[config.mk]
export PLATFORM = sky130hd
export DESIGN_NAME = spike_driver_spi_mc
export DESIGN_NICKNAME = d
export VERILOG_FILES = /design/src/rtl/spike_driver_spi_mc.sv
export SDC_FILE = /design/constraint.sdc
export NUM_CORES = 1
export LEC_CHECK = 0
export CORE_ASPECT_RATIO = 1.5
export CORE_MARGIN = 5
export CORE_UTILIZATION = 34
export DETAILED_ROUTE_END_ITERATION = 8
export HOLD_SLACK_MARGIN = 0.1
export MAX_ROUTING_LAYER = met4
export SLEW_MARGIN = 25
export SYNTH_ARGS = -nofsm -noshare
export SYNTH_HDL_FRONTEND = slang
export SYNTH_SLANG_ARGS = --single-unit
export TNS_END_PERCENT = 100
[constraint.sdc]
create_clock -name clk -period 5.11 [get_ports clk]
set_input_delay 1.022 -clock clk [delete_from_list [all_inputs] [get_ports clk]]
set_output_delay 1.022 -clock clk [all_outputs]
set_load 0.02 [all_outputs]
[src/rtl/spike_driver_spi_mc.sv]
// SPI-slave spike driver: 16-bit command frames fire single lines or masked groups of 8 lines.
// Optional status shift-out on lmiso is built when SDRV_STATUS_EN is defined.
module spike_driver_spi_mc #(
    parameter int SZPFIRED = 32,
    parameter int PULSEW   = 4,
    parameter int FRAMEW   = 16
) (
    input  logic                clk,
    input  logic                reset,
    input  logic                lsck,
    input  logic                lmosi,
    input  logic                lnss,
    output logic                lmiso,
    output logic [SZPFIRED-1:0] FOut
);

    localparam int              CW         = $clog2(FRAMEW + 1);
    localparam logic [CW-1:0]   FRAME_FULL = CW'(FRAMEW);
    localparam logic [7:0]      PW         = 8'(PULSEW);

    typedef enum logic [1:0] {
        CMD_NOP  = 2'b00,
        CMD_FIRE = 2'b01,
        CMD_MASK = 2'b10,
        CMD_STAT = 2'b11
    } cmd_e;

    logic          sck_s1_q, sck_s2_q, sck_d1_q;
    logic          mosi_s1_q, mosi_s2_q;
    logic          nss_s1_q, nss_s2_q, nss_d1_q;
    logic          rise_q;
    logic [15:0]   shift_q, shift_d;
    logic [CW-1:0] bit_cnt_q, bit_cnt_d;
    logic [7:0]    fired_cnt_q, fired_cnt_d;
    logic          err_q, err_d;
    logic [7:0]    cnt_q [SZPFIRED];

    logic                dec, abort, dec_err, err_clr, nss_rise;
    logic                idx_ok, grp_ok;
    cmd_e                cmd;
    logic [7:0]          add_cnt;
    logic [SZPFIRED-1:0] fire_vec;

    // Registered edge pulse puts decode on the 4th edge after lsck is first sampled high
    always_ff @(posedge clk) begin
        if (reset) begin
            sck_s1_q  <= 1'b0;
            sck_s2_q  <= 1'b0;
            sck_d1_q  <= 1'b0;
            mosi_s1_q <= 1'b0;
            mosi_s2_q <= 1'b0;
            nss_s1_q  <= 1'b1;
            nss_s2_q  <= 1'b1;
            nss_d1_q  <= 1'b1;
            rise_q    <= 1'b0;
        end else begin
            sck_s1_q  <= lsck;
            sck_s2_q  <= sck_s1_q;
            sck_d1_q  <= sck_s2_q;
            mosi_s1_q <= lmosi;
            mosi_s2_q <= mosi_s1_q;
            nss_s1_q  <= lnss;
            nss_s2_q  <= nss_s1_q;
            nss_d1_q  <= nss_s2_q;
            rise_q    <= sck_s2_q & ~sck_d1_q;
        end
    end

    assign nss_rise = nss_s2_q & ~nss_d1_q;
    assign dec      = (bit_cnt_q == FRAME_FULL);

    always_comb begin
        shift_d   = shift_q;
        bit_cnt_d = bit_cnt_q;
        abort     = 1'b0;
        if (dec) begin
            bit_cnt_d = '0;
        end else if (nss_rise && (bit_cnt_q != '0)) begin
            bit_cnt_d = '0;
            abort     = 1'b1;
        end else if (rise_q && !nss_s2_q) begin
            shift_d   = {shift_q[14:0], mosi_s2_q};
            bit_cnt_d = bit_cnt_q + 1'b1;
        end
    end

    assign cmd    = cmd_e'(shift_q[15:14]);
    assign idx_ok = ({1'b0, shift_q[7:0]} < 9'(SZPFIRED));
    assign grp_ok = (shift_q[13:8] < 6'(SZPFIRED / 8));

    always_comb begin
        fire_vec = '0;
        add_cnt  = '0;
        dec_err  = 1'b0;
        if (dec) begin
            case (cmd)
                CMD_FIRE: begin
                    if (idx_ok) begin
                        for (int i = 0; i < SZPFIRED; i++) begin
                            fire_vec[i] = (shift_q[7:0] == 8'(i));
                        end
                        add_cnt = 8'd1;
                    end else begin
                        dec_err = 1'b1;
                    end
                end
                CMD_MASK: begin
                    if (grp_ok) begin
                        for (int i = 0; i < SZPFIRED; i++) begin
                            fire_vec[i] = (shift_q[13:8] == 6'(i / 8)) && shift_q[i % 8];
                        end
                        for (int k = 0; k < 8; k++) begin
                            add_cnt = add_cnt + {7'b0, shift_q[k]};
                        end
                    end else begin
                        dec_err = 1'b1;
                    end
                end
                default: ;
            endcase
        end
    end

    // A fresh error in the clearing cycle keeps err set
    always_comb begin
        fired_cnt_d = fired_cnt_q + add_cnt;
        err_d       = err_q;
        if (dec_err || abort) begin
            err_d = 1'b1;
        end else if (err_clr) begin
            err_d = 1'b0;
        end
    end

    always_ff @(posedge clk) begin
        if (reset) begin
            shift_q     <= '0;
            bit_cnt_q   <= '0;
            fired_cnt_q <= '0;
            err_q       <= 1'b0;
        end else begin
            shift_q     <= shift_d;
            bit_cnt_q   <= bit_cnt_d;
            fired_cnt_q <= fired_cnt_d;
            err_q       <= err_d;
        end
    end

    always_ff @(posedge clk) begin
        for (int i = 0; i < SZPFIRED; i++) begin
            if (reset) begin
                cnt_q[i] <= '0;
            end else if (fire_vec[i]) begin
                cnt_q[i] <= PW;
            end else if (cnt_q[i] != '0) begin
                cnt_q[i] <= cnt_q[i] - 8'd1;
            end
        end
    end

    always_comb begin
        for (int i = 0; i < SZPFIRED; i++) begin
            FOut[i] = (cnt_q[i] != '0);
        end
    end

`ifdef SDRV_STATUS_EN
    logic        nss_fall, sck_fall;
    logic [15:0] status_q;
    logic        snap_err_q;

    assign nss_fall = ~nss_s2_q & nss_d1_q;
    assign sck_fall = ~sck_s2_q & sck_d1_q;

    always_ff @(posedge clk) begin
        if (reset) begin
            status_q   <= '0;
            snap_err_q <= 1'b0;
        end else if (nss_fall) begin
            status_q   <= {err_q, 7'b0, fired_cnt_q};
            snap_err_q <= err_q;
        end else if (sck_fall && !nss_s2_q) begin
            status_q   <= {status_q[14:0], 1'b0};
        end
    end

    assign err_clr = dec & snap_err_q;
    assign lmiso   = ~nss_s2_q & status_q[15];
`else
    assign err_clr = 1'b0;
    assign lmiso   = 1'b0;
`endif

endmodule

==> impl_metrics.json <==
{
  "critPathLaunchType": "flop",
  "cts_buffers": 29,
  "firstDrtPassIters": 7,
  "core_um2": 47600,
  "ys_types": 68,
  "finalSetupViolCount": 0,
  "die_w_um": 189,
  "reg2reg_slack_ns": 2.09,
  "antenna_found_initial": 0,
  "yosysSeqAreaShare_pct": 50.9,
  "worst_pin_slew_ns": 0.865,
  "num_antenna_cells": 0,
  "tritoncts": "built",
  "fin_crit_sh_pct": 72.3,
  "finalHoldViolations": 0,
  "rsz0062_at_grt": "no",
  "finalCriticalPeriod_ns": 3.70,
  "endpoint_kind": "output port",
  "synth_flop_cell": "edfxtp_1",
  "ys_warn_count": 0,
  "synth_top_cell_by_area": "edfxtp_1",
  "vias_per_cell": 5.25,
  "ys_async_sr_fraction_pct": 0,
  "grt_start_max_net_pins": 70,
  "drtAntennaViolNets": 0,
  "ys_top_cells_by_area": "edfxtp_1, nor2_1, xor2_1, ha_1, dfxtp_1",
  "synth.avg_cell_area_um2": 10.4,
  "io_buffer_count": 36,
  "io_pins": 38,
  "synth_edf_count": 256,
  "fin_setup_tns_ns": 0,
  "cts.sinks": 286,
  "drive_gt1_share_pct": 6.70,
  "area_growth_pct": 11.5,
  "synth_cells": 1565,
  "clockRootBuffer": "clkbuf_16",
  "clock.fmax_mhz": 271,
  "max_cap_violations": 0,
  "hpwl_um": 26500,
  "die_h_um": 278,
  "rows": 98,
  "ys_seq_elements": 286,
  "syn_nets": 1635,
  "synth_area_um2": 16300,
  "skew_ns": 0.0189,
  "mostFrequentLayoutCells": "nor2_1, edfxtp_1, nand2_1, xor2_1, inv_1",
  "slew_violations": 0,
  "met1_usage_pct": 15.9,
  "critPathArrivalTime_ns": 2.67,
  "ir_worst_vdd_v": 0.000265,
  "track_usage_pct": 14.1,
  "power_density_nw_per_um2": 603,
  "avgRoutedWirePerCell_um": 16.5,
  "min_path_type": "reg -> reg",
  "met3_usage_pct": 1.24,
  "grt-busiest-layer": "met2",
  "drc": 0,
  "holdBufCountCts": 0,
  "htree_levels": 1,
  "clk_path_buf_depth": 3,
  "crit_required_ns": 4.09,
  "vias": 11600,
  "start_util_pct": 34.2,
  "crit_fanout": 5,
  "path_class": "reg -> out",
  "gr-usage-met2_pct": 25.5,
  "grt_overflow": 0,
  "cts-resized-gates": 0,
  "postCtsSetupRepairBufs": 0,
  "path_clk_slew_ns": 0.06,
  "slew_headroom_pct": 42.1,
  "hold_slack_ns": 0.421,
  "clock_latency_ns": 0.57,
  "final_nets": 1660,
  "total_leakage_power_nw": 6.87,
  "dieArea_um2": 52500,
  "dr.first_iter.drc_count": 677,
  "synth_top_area_share_pct": 47.2,
  "grt_pass1_wl_um": 60300,
  "gp_congestion": 0.848,
  "grt_pass1_vias": 11800,
  "outcome": "finished clean",
  "routed_wl_um": 36600,
  "final_common_cell": "nor2_1"
}
==> worst paths after layout <==
path / start / endpoint / depth (start not counted)
max: cnt_q[0][32] / FOut[4] / 6
min: sck_d1_q / rise_q / 1
max reg2reg: shift_q[14] / cnt_q[0][38] / 7
min reg2reg: sck_d1_q / rise_q / 1
==> registers in the layout, indices dropped and copies added, names as in the netlist <==
| register | cells |
|---|---|
| sck_d1_q | 1 |
| nss_d1_q | 1 |
| rise_q | 1 |
| mosi_s1_q | 1 |
| mosi_s2_q | 1 |
| sck_s2_q | 1 |
| sck_s1_q | 1 |
| shift_q | 16 |
| nss_s1_q | 1 |
| cnt_q | 256 |
| bit_cnt_q | 5 |
| nss_s2_q | 1 |
==> logic make-up (layout without fill, tap and decap cells) <==
kind of cell / after synthesis / count (layout) / synth area share, %
flops: 286 / 286 / 50.9
fa+ha+maj: 65 / 65 / 4.99
buf+inv: 148 / 196 / 3.77
simple gates: 721 / 721 / 22.7
mux: 30 / 30 / 1.86
xor+xnor: 161 / 161 / 8.66
other cells: 1 / 1 / 0.0230
compound gates: 153 / 153 / 7.11
==> critical path, stage by stage, from the launching register on <==
cell	delay, ns
edfxtp_1	0.43
inv_1	0.08
ha_1	0.17
or3b_2	0.51
nor2_1	0.27
inv_1	0.09
clkdlybuf4s50_1	0.55
==> Yosys cell counts (23+ instances only) <==
cell / n
inv_1: 94
nand2_1: 112
edfxtp_1: 256
a21oi_1: 44
ha_1: 65
xnor2_1: 66
clkbuf_1: 23
nor3_1: 74
a41oi_1: 24
nor4_1: 36
nor2_1: 284
nand3_1: 31
mux2i_1: 28
xor2_1: 95
dfxtp_1: 30
a31oi_1: 26
nand4_1: 38
==> routing by layer <==
metal	vias to the layer above	routed length (um)
met5	-	0
met1	5627	14900
li1	5692	-
met3	77	1120
met2	212	19000
met4	0	1560
==> layout make-up <==
type / count / area [um2]
Multi-Input combinational cell: 1131 / 7410
Clock inverter: 16 / 92.6
Sequential cell: 286 / 8290
Inverter: 94 / 353
Tap cell: 600 / 751
Timing Repair Buffer: 48 / 448
Fill cell: 4645 / 29400
Clock buffer: 38 / 820
==> through the flow <==
step                instances  setup WS [ns]  power [mW]  area (um2)  utilization, %
floorplan                1565           2.59        7.76       16300               -
global placement         2159           2.03        8.80       17200            36.2
detailed placement       2159           2.00        8.96       17300            36.3
CTS                      2213           1.38        11.1       18200            38.2
global route             2213           1.22        11.9       18200            38.2
finish                   2213           1.41        11.0       18200            38.2
==> report_power, final <==
part / total, mW / internal (mW) / leakage, nW / switching (mW)
clock network: 2.05 / 1.13 / 0.445 / 0.919
registers: 4.46 / 3.74 / 3.20 / 0.721
logic: 4.44 / 1.93 / 3.23 / 2.52
total: 11.0 / 6.80 / 6.87 / 4.16
(Power assumes the default switching activity.)
